**config.mk**
```make
export PLATFORM = sky130hd
export DESIGN_NAME = dispatch_ctrl
export DESIGN_NICKNAME = d
export VERILOG_FILES = /design/src/rtl/dispatch_pkg.sv /design/src/rtl/instr_classify.sv /design/src/rtl/dispatch_ctrl.sv
export SDC_FILE = /design/constraint.sdc
export NUM_CORES = 1
export LEC_CHECK = 0
export ABC_AREA = 1
export ABC_CLOCK_PERIOD_IN_PS = 2700
export BUFFER_PORTS_ARGS = -buffer_cell sky130_fd_sc_hd__buf_2
export CAP_MARGIN = 0
export CORE_ASPECT_RATIO = 1.4
export CORE_MARGIN = 2
export CORE_UTILIZATION = 40
export CTS_CLUSTER_DIAMETER = 60
export DETAILED_ROUTE_END_ITERATION = 16
export PLACE_DENSITY = 0.82
export SKIP_CTS_REPAIR_TIMING = 1
export SLEW_MARGIN = 20
export SYNTH_ARGS = -nofsm -noshare
export SYNTH_HDL_FRONTEND = slang
export SYNTH_SLANG_ARGS = --single-unit
```
**constraint.sdc**
```tcl
create_clock -name clk -period 2.7 [get_ports clk]
set_clock_uncertainty 0.1 [all_clocks]
set_input_delay 0.405 -clock clk [delete_from_list [all_inputs] [get_ports clk]]
set_output_delay 0.405 -clock clk [all_outputs]
set_load 0.1 [all_outputs]
```
**src/rtl/dispatch_pkg.sv**
```systemverilog
// Shared types and encodings for the dispatch controller and its classifier.
package dispatch_pkg;

    typedef enum logic [2:0] {
        ARITH_I,
        MOV,
        L_ST,
        BRANCH,
        ARITH,
        COMP,
        ILLEGAL
    } instr_class_t;

    typedef enum logic [2:0] {
        S_IDLE,
        S_DECODE,
        S_BUSY,
        S_DONE,
        S_ERR
    } state_t;

    localparam logic [1:0] SEL_EU_ARITH_I  = 2'b00;
    localparam logic [1:0] SEL_EU_ARITH    = 2'b01;
    localparam logic [1:0] SEL_EU_COMP     = 2'b10;
    localparam logic       SEL_BIU_MOV     = 1'b0;
    localparam logic       SEL_BIU_L_ST    = 1'b1;
    localparam logic       SEL_FCU_BRANCH  = 1'b0;

    localparam logic [1:0] ERR_NONE        = 2'b00;
    localparam logic [1:0] ERR_OPCODE      = 2'b01;
    localparam logic [1:0] ERR_COND        = 2'b10;
    localparam logic [1:0] ERR_TIMEOUT     = 2'b11;

endpackage

```
**src/rtl/instr_classify.sv**
```systemverilog
// Combinational opcode classification and branch-condition evaluation.
// fld is the captured instruction slice whose MSB is the opcode MSB; the
// condition field starts four bits below it.
module instr_classify
    import dispatch_pkg::*;
#(
    parameter int FLD_W  = 7,
    parameter int COND_W = 3,
    parameter int FLAG_W = 2
) (
    input  logic [FLD_W-1:0]  fld,
    input  logic [FLAG_W-1:0] flags,
    output instr_class_t      cls,
    output logic              cond_ok,
    output logic              cond_illegal
);

    logic [5:0]        opc;
    logic [COND_W-1:0] cond;
    logic              cond_match;

    assign opc  = fld[FLD_W-1 -: 6];
    assign cond = fld[FLD_W-5 -: COND_W];

    // Prefix decode: first matching prefix wins.
    always_comb begin
        cls = ILLEGAL;
        casez (opc)
            6'b0?????: cls = ARITH_I;
            6'b10????: cls = MOV;
            6'b110???: cls = L_ST;
            6'b1110??: cls = BRANCH;
            6'b11110?: cls = ARITH;
            6'b111110: cls = COMP;
            default:   cls = ILLEGAL;
        endcase
    end

    // Condition: 0 always taken; odd codes test flag set, even codes flag clear.
    always_comb begin
        cond_match = (cond == '0);
        for (int unsigned i = 0; i < FLAG_W; i++) begin
            if (cond == COND_W'(2 * i + 1)) cond_match = flags[i];
            if (cond == COND_W'(2 * i + 2)) cond_match = ~flags[i];
        end
    end

    // Condition results only matter for branches; other classes always proceed.
    assign cond_illegal = (cls == BRANCH) && (cond > COND_W'(2 * FLAG_W));
    assign cond_ok      = (cls != BRANCH) || (cond_match && !cond_illegal);

endmodule

```
**src/rtl/dispatch_ctrl.sv**
```systemverilog
// Instruction dispatch controller: accepts one instruction, classifies it,
// issues it to one execution unit and reports completion, skip or error.
module dispatch_ctrl
    import dispatch_pkg::*;
#(
    parameter int IR_W    = 32,
    parameter int OPC_MSB = 21,
    parameter int COND_W  = 3,
    parameter int FLAG_W  = 2,
    parameter int TIMEOUT = 255
) (
    input  logic              clk,
    input  logic              rst,
    input  logic              ir_valid,
    output logic              ir_ready,
    input  logic [IR_W-1:0]   ir,
    input  logic [FLAG_W-1:0] flags,
    output logic              cs_eu,
    output logic              cs_biu,
    output logic              cs_fcu,
    output logic [1:0]        sel_eu,
    output logic              sel_biu,
    output logic              sel_fcu,
    input  logic              ready_eu,
    input  logic              ready_biu,
    input  logic              ready_fcu,
    output logic              busy,
    output logic              done,
    output logic              taken,
    output logic              err,
    output logic [1:0]        err_code
);

    localparam int FLD_W   = (4 + COND_W > 6) ? 4 + COND_W : 6;
    localparam int CNT_W   = (TIMEOUT < 1) ? 1 : $clog2(TIMEOUT + 1);
    localparam int TO_LAST = (TIMEOUT < 1) ? 0 : TIMEOUT - 1;

    state_t            state, state_nxt;
    logic [FLD_W-1:0]  fld_q;
    logic [FLAG_W-1:0] flags_q;
    logic [CNT_W-1:0]  cnt;
    instr_class_t      cls;
    logic              cond_ok;
    logic              cond_illegal;
    logic              unit_ready;
    logic              timeout_hit;
    logic              unused_ir;

    // Only the opcode/condition slice of ir is captured.
    assign unused_ir = ^ir;

    instr_classify #(
        .FLD_W  (FLD_W),
        .COND_W (COND_W),
        .FLAG_W (FLAG_W)
    ) u_classify (
        .fld          (fld_q),
        .flags        (flags_q),
        .cls          (cls),
        .cond_ok      (cond_ok),
        .cond_illegal (cond_illegal)
    );

    // State register plus instruction/flag capture on accept.
    always_ff @(posedge clk) begin
        if (rst) begin
            state   <= S_IDLE;
            fld_q   <= '0;
            flags_q <= '0;
        end else begin
            state <= state_nxt;
            if (state == S_IDLE && ir_valid) begin
                fld_q   <= ir[OPC_MSB -: FLD_W];
                flags_q <= flags;
            end
        end
    end

    // Busy-cycle counter: zero outside BUSY, saturating while in BUSY.
    always_ff @(posedge clk) begin
        if (rst || state != S_BUSY) begin
            cnt <= '0;
        end else if (cnt != CNT_W'(TIMEOUT)) begin
            cnt <= cnt + CNT_W'(1);
        end
    end

    assign timeout_hit = (TIMEOUT > 0) && (cnt == CNT_W'(TO_LAST));

    // Completion from the selected unit only.
    always_comb begin
        unit_ready = 1'b0;
        case (cls)
            ARITH_I, ARITH, COMP: unit_ready = ready_eu;
            MOV, L_ST:            unit_ready = ready_biu;
            BRANCH:               unit_ready = ready_fcu;
            default:              unit_ready = 1'b0;
        endcase
    end

    // Next-state and Moore outputs.
    always_comb begin
        state_nxt = state;
        ir_ready  = 1'b0;
        busy      = 1'b1;
        cs_eu     = 1'b0;
        cs_biu    = 1'b0;
        cs_fcu    = 1'b0;
        sel_eu    = SEL_EU_ARITH_I;
        sel_biu   = SEL_BIU_MOV;
        sel_fcu   = SEL_FCU_BRANCH;
        done      = 1'b0;
        taken     = 1'b0;
        err       = 1'b0;
        err_code  = ERR_NONE;
        case (state)
            S_IDLE: begin
                ir_ready = 1'b1;
                busy     = 1'b0;
                if (ir_valid) state_nxt = S_DECODE;
            end
            S_DECODE: begin
                if (cls == ILLEGAL || cond_illegal) state_nxt = S_ERR;
                else if (!cond_ok)                  state_nxt = S_DONE;
                else                                state_nxt = S_BUSY;
            end
            S_BUSY: begin
                case (cls)
                    ARITH_I: begin cs_eu  = 1'b1; sel_eu  = SEL_EU_ARITH_I; end
                    ARITH:   begin cs_eu  = 1'b1; sel_eu  = SEL_EU_ARITH;   end
                    COMP:    begin cs_eu  = 1'b1; sel_eu  = SEL_EU_COMP;    end
                    MOV:     begin cs_biu = 1'b1; sel_biu = SEL_BIU_MOV;    end
                    L_ST:    begin cs_biu = 1'b1; sel_biu = SEL_BIU_L_ST;   end
                    BRANCH:  begin cs_fcu = 1'b1; sel_fcu = SEL_FCU_BRANCH; end
                    default: ;
                endcase
                if (unit_ready)       state_nxt = S_DONE;
                else if (timeout_hit) state_nxt = S_ERR;
            end
            S_DONE: begin
                done      = 1'b1;
                // A branch reaching DONE with cond_ok set went through BUSY.
                taken     = (cls == BRANCH) && cond_ok;
                state_nxt = S_IDLE;
            end
            S_ERR: begin
                err = 1'b1;
                if (cls == ILLEGAL)   err_code = ERR_OPCODE;
                else if (cond_illegal) err_code = ERR_COND;
                else                   err_code = ERR_TIMEOUT;
                state_nxt = S_IDLE;
            end
            default: state_nxt = S_IDLE;
        endcase
    end

endmodule

```
### Word-level counts from Yosys, hierarchy flattened

Index checks and enable logic that the tools add are counted.
W data, S select, Z words.

| word-level totals | value |
|---|---|
| bits of input ports | 40 |
| output and inout bits | 14 |
| flip-flop bits (word level) | 20 |
| logic and storage cells | 78 |

| operators by class | value |
|---|---|
| equal/unequal tests | 25 |
| $lt $le $gt $ge | 1 |
| reduce and logical (&&, ||, !) cells | 14 |
| bitwise gates (word level) | 3 |
| add/sub/neg operators | 1 |
| mux-type cells | 30 |

Operators with widths:

| kind | count |
|---|---|
| $mux W1 | 19 |
| $eq A3 B2 Y1 const B | 6 |
| $eq A3 B3 Y1 const B | 6 |
| $pmux W3 S6 | 1 |
| $mux W3 | 4 |
| $eq A3 B1 Y1 const B | 3 |
| $logic_not A3 Y1 | 3 |
| $pmux W3 S3 | 1 |
| $add A8 B1 Y8 const B | 1 |
| $eq A8 B8 Y1 const B | 1 |
| $ne A8 B8 Y1 const B | 1 |
| $eq A6 B6 Y1 const B | 1 |
| $mux W2 | 3 |
| $ne A3 B2 Y1 const B | 2 |
| $eq A5 B5 Y1 const B | 1 |
| $eq A4 B4 Y1 const B | 1 |
| $logic_and A1 B1 Y1 | 4 |
| $pmux W2 S2 | 1 |
| $gt A3 B3 Y1 const B | 1 |
| $logic_or A1 B1 Y1 | 3 |
| $ne A3 B3 Y1 const B | 1 |
| $not A1 Y1 | 3 |
| $pmux W1 S3 | 1 |
| $reduce_or A3 Y1 | 1 |
| other kinds (5) | 5 |

### Longest topological paths before layout

Gate-level depths: netlist of the first run.

| logic depth | value |
|---|---|
| depth after elaboration | 10 |
| mapped depth | 11 |
| mapped depth without buffers | 11 |

### By module

A second synthesis of the first run with hierarchy kept.

| second synthesis, totals | value |
|---|---|
| cell total of the unflattened synthesis | 190 |
| area, all modules | 1209.9 sq um |

Modules (own cells, without submodules):

| module | times used | area each (sq um) | seq. area each (sq um) | cells each |
|---|---|---|---|---|
| dispatch_ctrl | 1 | 1059.8 | 400.4 | 157 |
| instr_classify | 1 | 150.1 | 0.0 | 33 |

### Worst setup path before layout of the first run

No wires, ideal clock.

| path | value |
|---|---|
| kind | reg-to-output |
| from | register state[2] |
| to | output port err_code[1] |
| arrival | 4.271 ns |
| stages on the path, launching flop included | 5 |
| path buffers | 0 |
| data required time | 2.195 ns |
| setup slack | -2.076 ns |
| cells stage by stage | dfxtp_1 > inv_1 > nor3_1 > inv_1 > a31oi_1 |

| on the way | value |
|---|---|
| cells in the longest elaborated chain, start to end | 2 |

Ends and longest elaborated chain:

| what | RTL line | source |
|---|---|---|
| start: declaration | dispatch_ctrl.sv:38 | `state_t state, state_nxt;` |
| start signal: assignment | dispatch_ctrl.sv:71 | `state <= state_nxt;` |
| $eq A3 B3 Y1 | dispatch_ctrl.sv:116 | `case (state)` |
| $mux W2 | dispatch_ctrl.sv:116 |  |
| end: declaration | dispatch_ctrl.sv:31 | `output logic [1:0] err_code` |

Every way passes these cells.

### Final worst setup path of the first run

| path | value |
|---|---|
| from | register state[0] |
| to | output port sel_eu[0] |

| on the way | value |
|---|---|
| cells in the longest elaborated chain, start to end | 2 |

Ends and longest elaborated chain:

| what | RTL line | source |
|---|---|---|
| $eq A3 B2 Y1 | dispatch_ctrl.sv:116 |  |
| $mux W2 | dispatch_ctrl.sv:116 |  |
| end: declaration | dispatch_ctrl.sv:21 | `output logic [1:0] sel_eu,` |

Every way passes these cells.

==> results of run 1 <==
## kinds of logic (layout without fill, tap and decap cells)
kind of cell	count (synthesis)	count (layout)
AO/OA/AOI/OAI	30	30
adder cells (fa/ha/maj)	2	2
other	1	1
XOR/XNOR	6	6
AND/OR/NAND/NOR	80	80
buffers and inverters	25	53
flip-flops	20	20
## synth_stat cells (all sizes together), types with 2 or more instances
| cell type | n |
|---|---|
| a21oi | 17 |
| buf | 2 |
| dfxtp | 20 |
| ha | 2 |
| inv | 23 |
| nand2 | 33 |
| nand3 | 13 |
| nand4 | 2 |
| nor2 | 28 |
| o21ai | 10 |
| xnor2 | 3 |
| xor2 | 3 |
## power groups by stage
| stage | clock [mW] | combinational [mW] | sequential (mW) |
|---|---|---|---|
| after detailed placement | 0 | 0.556 | 0.408 |
| after global routing | 0.153 | 0.604 | 0.412 |
| final | 0.137 | 0.556 | 0.401 |
| after CTS | 0.140 | 0.558 | 0.401 |
| after floorplan | 0 | 0.480 | 0.398 |
| after global placement | 0 | 0.549 | 0.406 |
## final cells by class
type / count / area, um^2 / area share
flip-flops and latches: 20 / 400 / 0.300
well taps: 36 / 45.0 / 0.0338
repair buffers: 27 / 135 / 0.101
clock buffers: 3 / 22.5 / 0.0169
multi-input cells: 119 / 643 / 0.483
inverters: 23 / 86.3 / 0.0648
## registers in the layout, summed over array words and instances (netlist names)
name	cells
cnt	8
state	3
fld_q	7
flags_q	2
## layer usage
layer	GRT usage	routed length, um
met2	0.259	1030
met4	0.0857	55
met1	0.179	1000
met3	0.0204	77
met5	0	0
## cells in the final DEF (no fill, tap or decap), types with 2 or more instances in the layout
cell type and instances:
a21oi_1 16, buf_2 27, clkbuf_4 3, dfxtp_1 20
ha_1 2, inv_1 17, inv_2 6, nand2_1 27
nand2_2 6, nand3_1 12, nand4_1 2, nor2_1 23
nor2_2 5, o21ai_0 8, o21ai_1 2, xnor2_1 3
xor2_1 3
## per-stage QoR
stage	util	hold slack (ns)
5_1_grt	0.510	0.261
3_5_place_dp	0.501	0.367
2_1_floorplan	-	0.344
4_1_cts	0.510	0.255
3_3_place_gp	0.501	0.358
6_report	0.510	0.262
## how the worst min path moves through the flow
stage,from,endpoint
after global placement,flags_q[0],flags_q[0]
final,rst,fld_q[0]
after floorplan,flags_q[0],flags_q[0]
after detailed placement,flags_q[1],flags_q[1]
after CTS,rst,fld_q[0]
after global routing,rst,fld_q[3]
==> key figures, run 1 <==
Setup path
  • Worst path required time: between 2 and 2.5 ns
  • CP dominant cell by count: nor2_1
  • Cells along the critical path: nor2_1, nand2_1, inv_2, nand3_1, nor2_1, buf_2
  • Reg-to-reg startpoint: cnt[0]
  • Critical path origin: state[0]
  • Crit-path slowest cell: buf_2
  • Cell count along the critical path: 6
  • Crit path buf inv count: 2
  • Worst reg-to-reg path cell count: 6
  • Critical setup path kind: reg -> out
  • Crit path DAT: 1.77 ns
  • Startpoint Class: flop
  • Critical Path Sink Type: primary output
  • R2r endpoint: cnt[1]
  • Critical Path End: sel_eu[0]
  • R2R Setup Slk: roughly 1.2 ns
  • Cell family with most CP delay: buffers and inverters
  • Crit path largest cell delay: 0.43 ns
  • Crit-path max FO: 7

Route
  • Residual DRC: 0
  • Drt initial violations: 43
  • Final WL: 2170 um
  • Vias per inst: 4.78
  • Post-route antenna net violation count: 0
  • DRT Pass-1 Iters: 4
  • Total number of vias: 1090
  • Routed len/inst: 9.51 um

Power
  • Int Pwr: between 500 and 600 uW
  • Leak: 0.581 nW
  • Combinational share of power: 0.508
  • Power Density: 821 nW/um^2
  • Clock power share: 0.125
  • Net Sw Frac: 0.535
  • Switch Pwr: 585 uW
  • Power, Total: 1.09 mW
  • Sequential fraction of design power: 0.367
  • Peak VDD IR: 0.938 mV

Layout
  • Antenna Diode Count: 0
  • Final net count: 236
  • Share of cells above drive strength 1: 0.276
  • Post-route cell area: around 1300 um^2
  • Filler cells: about 270
  • Layout Cells excl Fill: ~230
  • Area Overhead vs Synth: 20.5%

Synth
  • Top-area cell type share of the netlist area: 0.362
  • Post-synthesis compound-gate area fraction: 0.146
  • Simple-Gate Fraction of Synth Area: 0.327
  • Syn Nets: 206
  • Gate Count Post-Synth: 164
  • Share of the yosys chip area belonging to registers: 0.362
  • Cell variety after synth: 25
  • Cell taking the most area after synthesis: dfxtp_1
  • Ys async rst share: 0
  • EDFF count, synth: 0
  • Post-Synth XOR/XNOR Area: 0.0475
  • Main combinational cell family by area after synthesis: simple AND/OR/NAND/NOR gates
  • Most used flip-flop cell after synthesis: dfxtp_1
  • Syn Std Cell Area: 1110 um^2
  • Syn Area/Cell: approximately 6.7 um^2
  • Number of synthesized register bits: 20
  • Largest cells by area after synthesis: dfxtp_1, nand2_1, nor2_1, a21oi_1, inv_1
  • Synth Area in Adders: 0.0226
  • Mux share of post-synthesis cell area: 0
  • Yosys warnings: 0

Hold path
  • Hold depth: 2
  • Worst min path class: in -> reg

Floorplanning
  • Die area: ~3200 um^2
  • # rows: 22
  • Io pins: 54
  • Initial Util: 0.423
  • Die Wd: 48.4 um
  • Core ar.: 2620 um^2
  • Die Y: 66.2 um

Clocking
  • Skew-Pair Late Insertion Delay: ~0.30 ns
  • Clk sinks: 20
  • Worst-path clk slew: 0.10 ns
  • Root Driver: clkbuf_4
  • CTS max path bufs: 2
  • TritonCTS clock tree: done
  • H-Tree Depth: 1
  • CTS Buf Count: 3

GRT
  • First-pass GRT wire length: approximately 3800 um
  • Largest net degree at the start of global routing: 17
  • Initial antenna violation count: 0
  • Vias in the first global route: 937
  • Gr ovfl total: 0
  • GRT Total Usage: 0.150

Placed design
  • Placer Congestion: 0.778
  • DPL Wire Length: 1790 um
  • Placed cell area: between 1000 and 1500 um^2
  • Post-Place Worst Slack: 0.762 ns
  • Placed Cells incl. Taps: 225
  • IO Port Bufs: 27

STA
  • Fin. Hold Viols: 0
  • Setup Total Neg Slack: 0 ns
  • Final setup viols: 0
  • Worst setup margin: 0.425 ns
  • Final Max Tran Viols: 0
  • Min Tclk post-route: 2.28 ns
  • Max Freq: between 400 and 500 MHz
  • RSZ-0062 raised after global routing: no
  • Final critical-path share of the clock period: 0.843

Outcome
  • Status: finished clean

Flow run
  • Maxcap violations: 0
No activity file was read; power rests on OpenSTA's default activity.
==> run 2: changes to the inputs <==
ABC_CLOCK_PERIOD_IN_PS = 1900   (was 2700)
PLACE_DENSITY = 0.85   (was 0.82)
clock period = 1.9 ns   (was 2.7 ns; I/O delays follow)
==> key figures, run 2 (same netlist as run 1, synthesis figures left out) <==
Route
  • Post-route antenna net violation count: 0 (unchanged)
  • Final WL: 2520 um (+16%)
  • Total number of vias: 1139 (+4.5%)
  • Drt initial violations: 27 (-37%)
  • DRT Pass-1 Iters: 6 (+2)
  • Routed len/inst: 10.9 um (+15%)
  • Vias per inst: 4.93 (+3.1%)
  • Residual DRC: 0 (unchanged)

STA
  • Min Tclk post-route: 1.83 ns
  • Final critical-path share of the clock period: 0.963
  • Max Freq: 547 MHz
  • Final setup viols: 0 (unchanged)
  • Setup Total Neg Slack: 0 ns (unchanged)
  • Final Max Tran Viols: 0 (unchanged)
  • Fin. Hold Viols: 0 (unchanged)

Placed design
  • Placed cell area: 1490 um^2 (+14%)
  • IO Port Bufs: 27 (unchanged)
  • Placed Cells incl. Taps: 226 (+0.44%)
  • DPL Wire Length: 1910 um (+6.8%)
  • Placer Congestion: 0.778 (about the same)

Floorplanning
  • Die Wd: 48.4 um (unchanged)
  • Initial Util: 0.423 (unchanged)
  • # rows: 22 (unchanged)
  • Die area: 3210 um^2 (unchanged)
  • Io pins: 54 (unchanged)
  • Core ar.: 2620 um^2 (unchanged)
  • Die Y: 66.2 um (unchanged)

Setup path
  • Crit-path max FO: 5 (-2)
  • Critical setup path kind: reg -> out
  • Critical path origin: state[2]
  • R2r endpoint: cnt[1]
  • Reg-to-reg startpoint: cnt[0]
  • Crit path DAT: 1.44 ns (-0.33 ns)
  • Critical Path Sink Type: primary output
  • Startpoint Class: flop
  • Worst path required time: 1.51 ns (-0.68 ns)
  • R2R Setup Slk: 0.33 ns (-0.83 ns)
  • Worst reg-to-reg path cell count: 6 (unchanged)

Outcome
  • Status: finished clean

Clocking
  • H-Tree Depth: 1 (unchanged)
  • TritonCTS clock tree: done
  • CTS max path bufs: 2 (unchanged)
  • Skew-Pair Late Insertion Delay: 0.30 ns (about the same)
  • CTS Buf Count: 3 (unchanged)
  • Worst-path clk slew: 0.11 ns (about the same)
  • Clk sinks: 20 (unchanged)
  • Root Driver: clkbuf_4

GRT
  • First-pass GRT wire length: 4130 um (+8.4%)
  • Vias in the first global route: 1019 (+8.8%)
  • GRT Total Usage: 0.160 (+0.00991)
  • Largest net degree at the start of global routing: 17 (unchanged)
  • Gr ovfl total: 0 (unchanged)
  • Initial antenna violation count: 0 (unchanged)

Layout
  • Antenna Diode Count: 0 (unchanged)
  • Share of cells above drive strength 1: 0.369 (+0.0932)
  • Largest regs: cnt: 8 flops, fld_q: 7 flops, state: 3 flops
  • Max FFs per register: 8 (unchanged)
  • Reg with most FFs: cnt
  • Layout Cells excl Fill: 231 (+1.3%)
  • Final net count: 238 (+0.85%)
  • Post-layout util: 0.608 (+0.0981)
  • Area Overhead vs Synth: 43.7%
  • Post-route cell area: 1590 um^2 (+19%)
  • Commonest non-fill, non-tap cell in the layout: nand2_1
  • Commonest non-fill, non-tap cells in the layout: nand2_1, nor2_1, buf_2, inv_1, a21oi_1

Hold path
  • Hold depth: 2 (unchanged)
  • Hold_sp: rst
  • Hold Path End: state[0]
  • Worst min path class: in -> reg

Power
  • Clock power share: 0.187 (+0.062)
  • Peak VDD IR: 1.38 mV (+48%)
  • Net Sw Frac: 0.484 (-0.0512)
  • Combinational share of power: 0.491 (-0.017)
  • Leak: 0.639 nW (+9.8%)
  • Int Pwr: 954 uW (+88%)
  • Sequential fraction of design power: 0.323 (-0.044)
  • Power Density: 1160 nW/um^2 (+42%)
  • Switch Pwr: 896 uW (+53%)

Flow run
  • Maxcap violations: 0 (unchanged)
[run 2: cell count changes in the layout (fill, tap and decap cells not counted), sizes merged]
cell	delta
bufinv	+1
clkbuf	+2
[run 2: power by group through the flow]
stage          clock (mW)  sequential [mW]  combinational (mW)
6_report            0.345            0.597               0.907
5_1_grt             0.358            0.610               0.984
4_1_cts             0.348            0.579               0.874
3_5_place_dp            0            0.589               0.868
3_3_place_gp            0            0.585               0.855
2_1_floorplan           0            0.573               0.707
[run 2: area by class of cell]
class                      count  area [um^2]
timing repair buffer          29          290
multi-input combinational    119          696
clock inverter                 1         30.0
fill                         221         1030
clock buffer                   3         22.5
inverter                      23         88.8
tap                           36         45.0
sequential                    20          417
[run 2: worst max-delay path: stages (launching register included)]
cell and delay (ns):
dfxtp_2 0.36, nor2_2 0.13, nand2_2 0.09, buf_4 0.17
nor2_1 0.19, buf_12 0.20
[run 2: how the worst max path moves through the flow]
stage / to / depth (start not counted)
2_1_floorplan: err_code[1] / 4
3_3_place_gp: sel_eu[0] / 5
3_5_place_dp: sel_eu[0] / 5
4_1_cts: sel_eu[0] / 5
5_1_grt: sel_biu / 5
6_report: cs_biu / 5
[run 2: through the flow]
stage / hold WS, ns / setup slack [ns] / power, mW
2_1_floorplan: 0.249 / -0.472 / 1.28
3_3_place_gp: 0.354 / 0.313 / 1.44
3_5_place_dp: 0.358 / 0.287 / 1.46
4_1_cts: 0.126 / -0.0615 / 1.80
5_1_grt: 0.142 / -0.00216 / 1.95
6_report: 0.130 / 0.0707 / 1.85
[run 2: layer usage]
metal	vias to the layer above	part of all wire	track usage
met3	2	0.036	0.0136
met5	-	0	0
met4	0	0.014	0.0750
li1	589	-	-
met2	22	0.52	0.292
met1	526	0.43	0.190
